<file path="src/rtl/regfile_wb_arbiter.sv">
// Arbitrates the single RegFile write port between the EX result path (A) and a
// buffered multi-cycle writer (B), keeping write-after-write order and bounding B starvation.
module regfile_wb_arbiter #(
    parameter int REG_LENGTH   = 32,
    parameter int REG_ADDR_LEN = 5,
    parameter int FIFO_DEPTH   = 4,
    parameter int MAX_WAIT     = 8
) (
    input  logic                          clk,
    input  logic                          rst,
    input  logic                          aWr,
    input  logic [REG_ADDR_LEN-1:0]       aAddr,
    input  logic [REG_LENGTH-1:0]         aData,
    output logic                          exStall,
    input  logic                          bValid,
    input  logic [REG_ADDR_LEN-1:0]       bAddr,
    input  logic [REG_LENGTH-1:0]         bData,
    output logic                          bReady,
    output logic                          we,
    output logic [REG_ADDR_LEN-1:0]       wAddr,
    output logic [REG_LENGTH-1:0]         wData,
    input  logic [REG_ADDR_LEN-1:0]       qAddr,
    output logic                          qHit,
    output logic [$clog2(FIFO_DEPTH):0]   fifoCount
);

    localparam int PTR_W  = $clog2(FIFO_DEPTH);
    localparam int CNT_W  = PTR_W + 1;
    localparam int WAIT_W = $clog2(MAX_WAIT + 1);
    localparam logic [CNT_W-1:0]  DEPTH_C  = CNT_W'(FIFO_DEPTH);
    localparam logic [WAIT_W-1:0] WAIT_MAX = WAIT_W'(MAX_WAIT);

    logic [REG_ADDR_LEN-1:0] entry_addr [FIFO_DEPTH];
    logic [REG_LENGTH-1:0]   entry_data [FIFO_DEPTH];
    logic [FIFO_DEPTH-1:0]   live;
    logic [PTR_W-1:0]        head;
    logic [PTR_W-1:0]        tail;
    logic [CNT_W-1:0]        count;
    logic [WAIT_W-1:0]       wait_cnt;
    logic                    stall_q;
    logic                    armed;

    logic                    head_live;
    logic                    a_issue;
    logic                    b_issue;
    logic                    pop;
    logic                    push;
    logic [FIFO_DEPTH-1:0]   live_next;
    logic [PTR_W-1:0]        head_next;
    logic [PTR_W-1:0]        tail_next;
    logic [CNT_W-1:0]        count_next;
    logic [WAIT_W-1:0]       wait_next;
    logic                    stall_next;
    logic                    q_hit;

    // Live bits are cleared on pop, so only occupied entries can ever be live.
    assign head_live = live[head];
    assign a_issue   = rst && !stall_q && aWr && (aAddr != '0);
    assign b_issue   = head_live && (stall_q || !a_issue);
    assign pop       = (count != '0) && (b_issue || !head_live);
    assign push      = bValid && bReady && (bAddr != '0);

    assign bReady    = armed && (count < DEPTH_C);
    assign exStall   = stall_q;
    assign fifoCount = count;
    assign qHit      = q_hit;

    always_comb begin
        we    = 1'b0;
        wAddr = '0;
        wData = '0;
        if (a_issue) begin
            we    = 1'b1;
            wAddr = aAddr;
            wData = aData;
        end else if (b_issue) begin
            we    = 1'b1;
            wAddr = entry_addr[head];
            wData = entry_data[head];
        end
    end

    // Squash older buffered writes to the register A overwrites; a same-cycle push is newer and stays live.
    always_comb begin
        live_next = live;
        if (a_issue) begin
            for (int i = 0; i < FIFO_DEPTH; i++) begin
                if (entry_addr[i] == aAddr) begin
                    live_next[i] = 1'b0;
                end
            end
        end
        if (pop) begin
            live_next[head] = 1'b0;
        end
        if (push) begin
            live_next[tail] = 1'b1;
        end
    end

    always_comb begin
        head_next = head + PTR_W'(pop);
        tail_next = tail + PTR_W'(push);
        unique case ({push, pop})
            2'b10:   count_next = count + 1'b1;
            2'b01:   count_next = count - 1'b1;
            default: count_next = count;
        endcase
    end

    // The stall is only armed if the head will still be live when it takes effect.
    always_comb begin
        wait_next = wait_cnt;
        if (b_issue || !head_live) begin
            wait_next = '0;
        end else if (a_issue && (wait_cnt != WAIT_MAX)) begin
            wait_next = wait_cnt + 1'b1;
        end
        stall_next = (wait_next == WAIT_MAX) && live_next[head_next];
    end

    always_comb begin
        q_hit = 1'b0;
        if (qAddr != '0) begin
            for (int i = 0; i < FIFO_DEPTH; i++) begin
                if (live[i] && (entry_addr[i] == qAddr)) begin
                    q_hit = 1'b1;
                end
            end
        end
    end

    always_ff @(posedge clk or negedge rst) begin
        if (!rst) begin
            live     <= '0;
            head     <= '0;
            tail     <= '0;
            count    <= '0;
            wait_cnt <= '0;
            stall_q  <= 1'b0;
            armed    <= 1'b0;
        end else begin
            live     <= live_next;
            head     <= head_next;
            tail     <= tail_next;
            count    <= count_next;
            wait_cnt <= wait_next;
            stall_q  <= stall_next;
            armed    <= 1'b1;
        end
    end

    always_ff @(posedge clk) begin
        if (push) begin
            entry_addr[tail] <= bAddr;
            entry_data[tail] <= bData;
        end
    end

endmodule

</file>
<file path="config.mk">
export PLATFORM = sky130hd
export DESIGN_NAME = regfile_wb_arbiter
export DESIGN_NICKNAME = d
export VERILOG_FILES = /design/src/rtl/regfile_wb_arbiter.sv
export SDC_FILE = /design/constraint.sdc
export NUM_CORES = 1
export LEC_CHECK = 0
export CORE_ASPECT_RATIO = 1.4
export CORE_MARGIN = 4
export CORE_UTILIZATION = 57
export CTS_CLUSTER_SIZE = 28
export DETAILED_ROUTE_END_ITERATION = 6
export GPL_ROUTABILITY_DRIVEN = 1
export MAX_ROUTING_LAYER = met4
export PLACE_DENSITY_LB_ADDON = 0.15
export SYNTH_ARGS = -nofsm -noshare
export SYNTH_HDL_FRONTEND = slang
export SYNTH_SLANG_ARGS = --single-unit
</file>
<file path="constraint.sdc">
create_clock -name clk -period 12.1 [get_ports clk]
set_input_delay 1.21 -clock clk [delete_from_list [all_inputs] [get_ports clk]]
set_output_delay 1.21 -clock clk [all_outputs]
set_load 0.005 [all_outputs]
</file>
==> metrics.log, run 1 <==
[metrics] result of the run: finished, final reports clean
[metrics] footprint of the multi-input gates: approximately 0.0022 mm²
[metrics] overall die height: around 140 µm
[metrics] static power due to leakage: 3.10 nW
[metrics] final setup violation count: 0
[metrics] worst-case clock skew: roughly 11 ps
[metrics] crit end category: output pin
[metrics] count of unique library cells instantiated by Yosys: 44
[metrics] first-pass GRT wire length: between 20 and 25 mm
[metrics] standard cell core area: ~0.012 mm²
[metrics] Fillers: around 770
[metrics] power density normalized to cell area: roughly 200 mW/mm²
[metrics] Max VDD drop: ~0.00014 V
[metrics] synthesized area: 0.00719 mm²
[metrics] layout cell share with drive strength beyond 1: 0.164
[metrics] Remaining Overflow, GRT: 0
[metrics] CP Launch Type: input pin
[metrics] HP Class: reg2reg
[metrics] width of the die: just over 100 µm
[metrics] number of max-slew violations in the final report: 0
[metrics] Root Buffer Master: clkbuf_16
[metrics] starting utilization of the core area: 0.584
[metrics] cts bufs inserted: 17
[metrics] Area Growth Syn to Fin: 27.4%
[metrics] number of nets in the synthesized netlist: 491
[metrics] number of remaining DRC errors: 0
[metrics] Top FF cell, synth: edfxtp_1
[metrics] kind of critical path: in2out
[metrics] vias in the first global route: roughly 4.3k
[metrics] max-capacitance violation count: 0
[metrics] post-CTS repair timing setup buffer count: 0
[metrics] via total after detailed routing: approximately 4.1k
[metrics] global routing usage summed across all routing layers: 0.232
[metrics] Yosys warning total: 0
[metrics] maximum number of pins on one net before global-route repair: 44
[metrics] sequential cell area in the final layout: 0.00487 mm²
[metrics] initial detailed-routing violation count: ~230
[metrics] worst endpoint required time: 10890 ps
[metrics] internal power: ~0.0012 W
[metrics] mean cell area of the mapped netlist: 17.9 µm²
[metrics] hold buffer count at cts: 0
[metrics] crit-path max FO: 42
[metrics] weighted congestion at the end of routability-driven global placement: 0.905
[metrics] CTS HTree Levels: 4
[metrics] proportion of power drawn by flip-flops and latches: 0.416
[metrics] post-synth top area cell: edfxtp_1
[metrics] antenna cells: 0
[metrics] Setup TNS Final: 0 ps
[metrics] post-DR wirelength/cell: between 20 and 25 µm
[metrics] IO Pins: 127
[metrics] total number of clock tree sinks: approximately 170
[metrics] count of buffers from port buffering: ~130
[metrics] number of nets in the finished design: a little over 600
[metrics] initial antenna violation count: 0
[metrics] clock period minus worst slack: approximately 5800 ps
[metrics] timing-limited maximum frequency: around 0.17 GHz
[metrics] clock group share of total power: 0.291
[metrics] post-synthesis sequential element count: 165
[metrics] combinational power share: 0.293
[metrics] net switching component of the power: between 0.0005 and 0.0006 W
[metrics] post-synthesis async set-or-reset flop share: 0.103
[metrics] number of standard-cell rows in the floorplan: 48
[metrics] Clock Latency Late Sink: ~420 ps
[metrics] fraction of the yosys area taken by sequential cells: 0.678
[metrics] Post-synth EDFFs: between 100 and 150
[metrics] share of the synthesized area in the top cell type: 0.618
[metrics] clock transition at the register clock pins on the worst setup and hold paths after CTS: 70 ps
[metrics] post-cts gate resize count: 0
[metrics] Die Footprint: about 0.014 mm²
[metrics] Worst slew margin: 0.292
[metrics] Arr. time, crit path: 4560 ps
[metrics] DP Wirelength: 10.2 mm
[metrics] Final Core Density: 0.743
[metrics] worst-case hold slack: ~530 ps
[metrics] switching share of power: 0.298
[metrics] fraction of the cycle the final worst path needs: 0.477
[metrics] Hold Fails Final Rpt: 0
[metrics] drt via density: about 6
[metrics] first-pass detailed-route iteration total: 4
[metrics] remaining number of nets flagged by the antenna check after routing: 0
[metrics] maximum clock path buffer count: 2
[metrics] TritonCTS clock tree: built
[metrics] total routed wirelength: 15.7 mm
[metrics] synth top area cells: edfxtp_1 62%, mux4_2 12%, dfrtp_1 5.9%
[metrics] RSZ-0062 raised after global routing: no
[metrics] number of standard cells after synthesis: between 400 and 500
[metrics] slew at the pin closest to its max-slew limit: roughly 1100 ps
## path summary, 6_finish.rpt
check                              from           end  slack [ps]  cells past startpoint
hold reg to reg            fifoCount[2]  fifoCount[2]         530                      1
min in group asynchronous           rst       live[1]        1260                      1
hold / removal             fifoCount[2]  fifoCount[2]         530                      1
max in group asynchronous           rst       head[1]       10290                      1
setup / recovery                    rst     wData[20]        6330                      6
setup reg to reg                head[1]  fifoCount[2]        9110                      8
## cells by family after synthesis
logic type                 Yosys count  synth area share
AOI/OAI and AO/OA                   53            0.0670
DFF                                165             0.678
muxes                               39             0.120
adders and majority gates            6            0.0115
xor gates and xnor gates            48            0.0585
buffers and inverters               39            0.0244
and+or+nand+nor                     51            0.0399
other                                1          0.000522
## placed cells by master (no fill, tap or decap), types with 6 or more instances in the layout
cell	instances
dfrtp_1	15
mux4_2	38
buf_4	6
inv_1	10
nor2_1	6
a22o_1	36
xnor2_1	16
nand3_1	6
xor2_1	32
clkdlybuf4s50_1	126
edfxtp_1	148
clkbuf_16	17
nand2_1	7
## power by group through the flow
stage	clock [W]	combinational [W]	sequential, W
floorplan	0	0.000357	0.000715
finish	0.000518	0.000520	0.000739
global placement	0	0.000516	0.000749
detailed placement	0	0.000524	0.000753
CTS	0.000524	0.000528	0.000741
global route	0.000554	0.000563	0.000746
## critical path, cell delays in order
cell,delay [ps]
clkdlybuf4s50_1,840
and3b_1,510
o21a_4,340
nor2b_4,860
a22o_1,250
clkdlybuf4s50_1,520
## state kept, by name (all words and copies together), names as in the netlist
register / cells
entry_data: 128
fifoCount: 3
tail: 2
live: 4
armed: 1
exStall: 1
entry_addr: 20
wait_cnt: 4
head: 2
## cells in the mapped netlist, types with 2 or more instances
cell type / number
xor2_1: 32
buf_4: 3
nand3b_1: 2
nand3_1: 6
nand4_1: 5
a22o_1: 36
xnor2_1: 16
mux4_2: 38
dfrtp_1: 17
a31o_1: 3
nor4_1: 4
or4_1: 2
nor3_1: 8
clkbuf_1: 17
nor3b_1: 2
nor2b_1: 3
o31ai_1: 2
ha_1: 5
buf_2: 8
edfxtp_1: 148
nand2_1: 7
inv_1: 10
nor2_1: 7
## routing by layer
layer / vias up / wire, µm / track usage
li1: 1856 / - / -
met5: - / 0 / -
met1: 2098 / 5980 / 0.286
met2: 141 / 8490 / 0.378
met3: 21 / 932 / 0.0579
met4: 0 / 275 / 0.0709
## through the flow
step           cell area (µm²)  power [W]  instances  setup slack, ps
4_1_cts                   9150    0.00179        687             6310
3_3_place_gp              8570    0.00127        655             6410
3_5_place_dp              8570    0.00128        655             6330
2_1_floorplan             7190    0.00107        402             7360
6_report                  9150    0.00178        687             6330
5_1_grt                   9150    0.00186        687             6100
## final cells by class
cell class / instances / area share
clock inverter: 14 / 0.0164
timing repair buffer: 132 / 0.143
sequential: 165 / 0.532
tap: 150 / 0.0205
inverter: 10 / 0.00410
clock buffer: 18 / 0.0469
multi-input combinational: 198 / 0.237
(Power assumes the default switching activity.)
==> inputs of run 2 (changes only) <==
--- a/config.mk
+++ b/config.mk
@@ -7,7 +7,7 @@
 export LEC_CHECK = 0
 export CORE_ASPECT_RATIO = 1.4
 export CORE_MARGIN = 4
-export CORE_UTILIZATION = 57
+export CORE_UTILIZATION = 53
 export CTS_CLUSTER_SIZE = 28
 export DETAILED_ROUTE_END_ITERATION = 6
 export GPL_ROUTABILITY_DRIVEN = 1
==> constraint.sdc (replaced) <==
create_clock -name clk -period 5.53 [get_ports clk]
set_input_delay 0.553 -clock clk [delete_from_list [all_inputs] [get_ports clk]]
set_output_delay 0.553 -clock clk [all_outputs]
set_load 0.005 [all_outputs]
==> metrics.log, run 2 (same netlist as run 1, synthesis figures left out) <==
[metrics] hold buffer count at cts: 0 (unchanged)
[metrics] flip-flop count of the largest register after layout: 128 (unchanged)
[metrics] startpoint of the most critical register-to-register path: head[1] (unchanged)
[metrics] antenna cells: 0 (unchanged)
[metrics] leading cell type in the layout, fill and taps excluded: edfxtp_1 (unchanged)
[metrics] count of buffers from port buffering: 126 (unchanged)
[metrics] wire length on met3: 843 µm (was 932 µm)
[metrics] number of max-slew violations in the final report: 0 (unchanged)
[metrics] power density normalized to cell area: 427 mW/mm² (was 194 mW/mm²)
[metrics] post-layout instance count excluding filler cells: 719 (was 687)
[metrics] drt via density: 5.67 (was 5.99)
[metrics] maximum number of pins on one net before global-route repair: 44 (unchanged)
[metrics] cts bufs inserted: 17 (unchanged)
[metrics] Worst slew margin: 0.283 (was 0.292)
[metrics] DR top layer: met4 (unchanged)
[metrics] slew at the pin closest to its max-slew limit: 1080 ps (was 1060 ps)
[metrics] buffering stage count on the worst path with inverters included: 2 (unchanged)
[metrics] longest individual stage delay on the worst path: 810 ps (was 860 ps)
[metrics] initial antenna violation count: 0 (unchanged)
[metrics] total routed wirelength: 15.5 mm (was 15.7 mm)
[metrics] Remaining Overflow, GRT: 0 (unchanged)
[metrics] initial detailed-routing violation count: 231 (was 232)
[metrics] starting utilization of the core area: 0.539 (was 0.584)
[metrics] Max VDD drop: 0.000261 V (was 0.000143 V)
[metrics] Setup TNS Final: 0 ps (unchanged)
[metrics] via total after detailed routing: 4077 (was 4116)
[metrics] cell-by-cell trace of the critical path: clkdlybuf4s50_1 -> or4_4 -> o21a_4 -> nor2b_4 -> a22o_1 -> clkdlybuf4s50_1 (was clkdlybuf4s50_1 -> and3b_1 -> o21a_4 -> nor2b_4 -> a22o_1 -> clkdlybuf4s50_1)
[metrics] global routing usage summed across all routing layers: 0.218 (was 0.232)
[metrics] TritonCTS clock tree: built (unchanged)
[metrics] number of nets in the finished design: 613 (unchanged)
[metrics] fraction of the cycle the final worst path needs: 0.792
[metrics] static power due to leakage: 3.11 nW (was 3.10 nW)
[metrics] Placed Cells: 687 (was 655)
[metrics] max-capacitance violation count: 0 (unchanged)
[metrics] CP Launch Type: input pin (unchanged)
[metrics] kind of critical path: in2out (unchanged)
[metrics] HP Class: in2async (was reg2reg)
[metrics] Root Buffer Master: clkbuf_16 (unchanged)
[metrics] number of remaining DRC errors: 0 (unchanged)
[metrics] standard cell core area: 0.0133 mm² (was 0.0123 mm²)
[metrics] result of the run: finished, final reports clean (unchanged)
[metrics] vias in the first global route: 4443 (was 4344)
[metrics] clock period minus worst slack: about 4400 ps
[metrics] cell mode on critical path: clkdlybuf4s50_1 (unchanged)
[metrics] sum of met2 wire segment lengths after detailed routing: 8.62 mm (was 8.49 mm)
[metrics] crit-path max FO: 42 (unchanged)
[metrics] IO Pins: 127 (unchanged)
[metrics] first-pass GRT wire length: 24.6 mm (was 23.8 mm)
[metrics] layout cell share with drive strength beyond 1: 0.164 (unchanged)
[metrics] post-DR wirelength/cell: 21.5 µm (was 22.8 µm)
[metrics] RSZ-0062 raised after global routing: no (unchanged)
[metrics] Clock Latency Late Sink: 420 ps (about the same)
[metrics] worst endpoint required time: 4980 ps (was 10890 ps)
[metrics] Reg2Reg Setup Slack: 2530 ps (was 9110 ps)
[metrics] total number of clock tree sinks: 165 (unchanged)
[metrics] remaining number of nets flagged by the antenna check after routing: 0 (unchanged)
[metrics] Area Growth Syn to Fin: 28.2% (was 27.4%)
[metrics] Arr. time, crit path: 3820 ps (was 4560 ps)
[metrics] first-pass detailed-route iteration total: 4 (unchanged)
[metrics] CTS HTree Levels: 4 (unchanged)
[metrics] worst-case clock skew: 10.2 ps (was 10.8 ps)
[metrics] register name with the most flops: entry_data (unchanged)
[metrics] Hold Fails Final Rpt: 0 (unchanged)
[metrics] timing-limited maximum frequency: 0.228 GHz
[metrics] M1 WL: 5.80 mm (was 5.98 mm)
[metrics] depth of the most critical reg-to-reg path: 8 (unchanged)
[metrics] overall die height: 146 µm (was 141 µm)
[metrics] width of the die: 106 µm (was 103 µm)
[metrics] clock transition at the register clock pins on the worst setup and hold paths after CTS: 70 ps (about the same)
[metrics] biggest registers after layout: entry_data: 128 flops, entry_addr: 20 flops (unchanged)
[metrics] Die Footprint: 0.0155 mm² (was 0.0145 mm²)
[metrics] gate family responsible for the most delay along the worst path: simple AND/OR/NAND/NOR gates (unchanged)
[metrics] post-CTS repair timing setup buffer count: 0 (unchanged)
[metrics] number of standard-cell rows in the floorplan: 50 (was 48)
[metrics] DP Wirelength: 10.2 mm (about the same)
[metrics] RR Endpoint: fifoCount[2] (unchanged)
[metrics] highest-count cells in the layout ignoring fill and taps: 148 x edfxtp_1, 126 x clkdlybuf4s50_1, 38 x mux4_2 (unchanged)
[metrics] post-cts gate resize count: 0 (unchanged)
[metrics] weighted congestion at the end of routability-driven global placement: 0.894 (was 0.905)
[metrics] maximum clock path buffer count: 2 (unchanged)
[metrics] crit end category: output pin (unchanged)
[metrics] slowest cell on the critical path: nor2b_4 (unchanged)
[metrics] final setup violation count: 0 (unchanged)
run 2: cell count changes in the layout (fill, tap and decap cells not counted), sizes merged:
cell | previous run | this run
bufinv | 0 | 2
clkbuf | 18 | 17
clkinv | 4 | 6
clkinvlp | 0 | 1
inv | 20 | 16
run 2: where the power goes:
group	internal, W	total, W	switching [W]
Clock	0.000678	0.00117	0.000496
Combinational	0.000637	0.00114	0.000502
Sequential	0.00149	0.00162	0.000130
Total	0.00280	0.00393	0.00113
run 2: metal layers:
metal  track usage  vias to the layer above
met2         0.383                      116
met5             -                        -
met1         0.251                     2089
li1              -                     1857
met3        0.0404                       15
met4        0.0755                        0
run 2: how the worst max path moves through the flow:
| stage | startpoint | end | slack [ps] | cells past startpoint |
|---|---|---|---|---|
| 2_1_floorplan | fifoCount[2] | exStall | 1450 | 6 |
| 3_3_place_gp | aAddr[1] | wData[20] | 1230 | 6 |
| 3_5_place_dp | aAddr[1] | wData[11] | 1130 | 6 |
| 4_1_cts | aAddr[1] | wData[11] | 1110 | 6 |
| 5_1_grt | aAddr[1] | wData[11] | 980 | 6 |
| 6_report | aAddr[1] | wData[11] | 1150 | 6 |
run 2: final cells by class:
type,instances,area (µm²)
clock buffers,17,425
clock inverters,15,173
inverters,10,37.5
flip-flops and latches,165,4870
multi-input cells,198,2170
well taps,182,228
repair buffers,132,1310
fillers,918,4110
run 2: stage by stage:
step	utilization	setup slack [ps]	hold slack, ps	power, W	area (µm²)
finish	0.691	1150	468	0.00393	9210
global route	0.691	983	503	0.00414	9210
CTS	0.691	1110	466	0.00398	9210
detailed placement	0.646	1130	511	0.00281	8610
global placement	0.646	1230	517	0.00278	8610
floorplan	-	1450	257	0.00235	7190
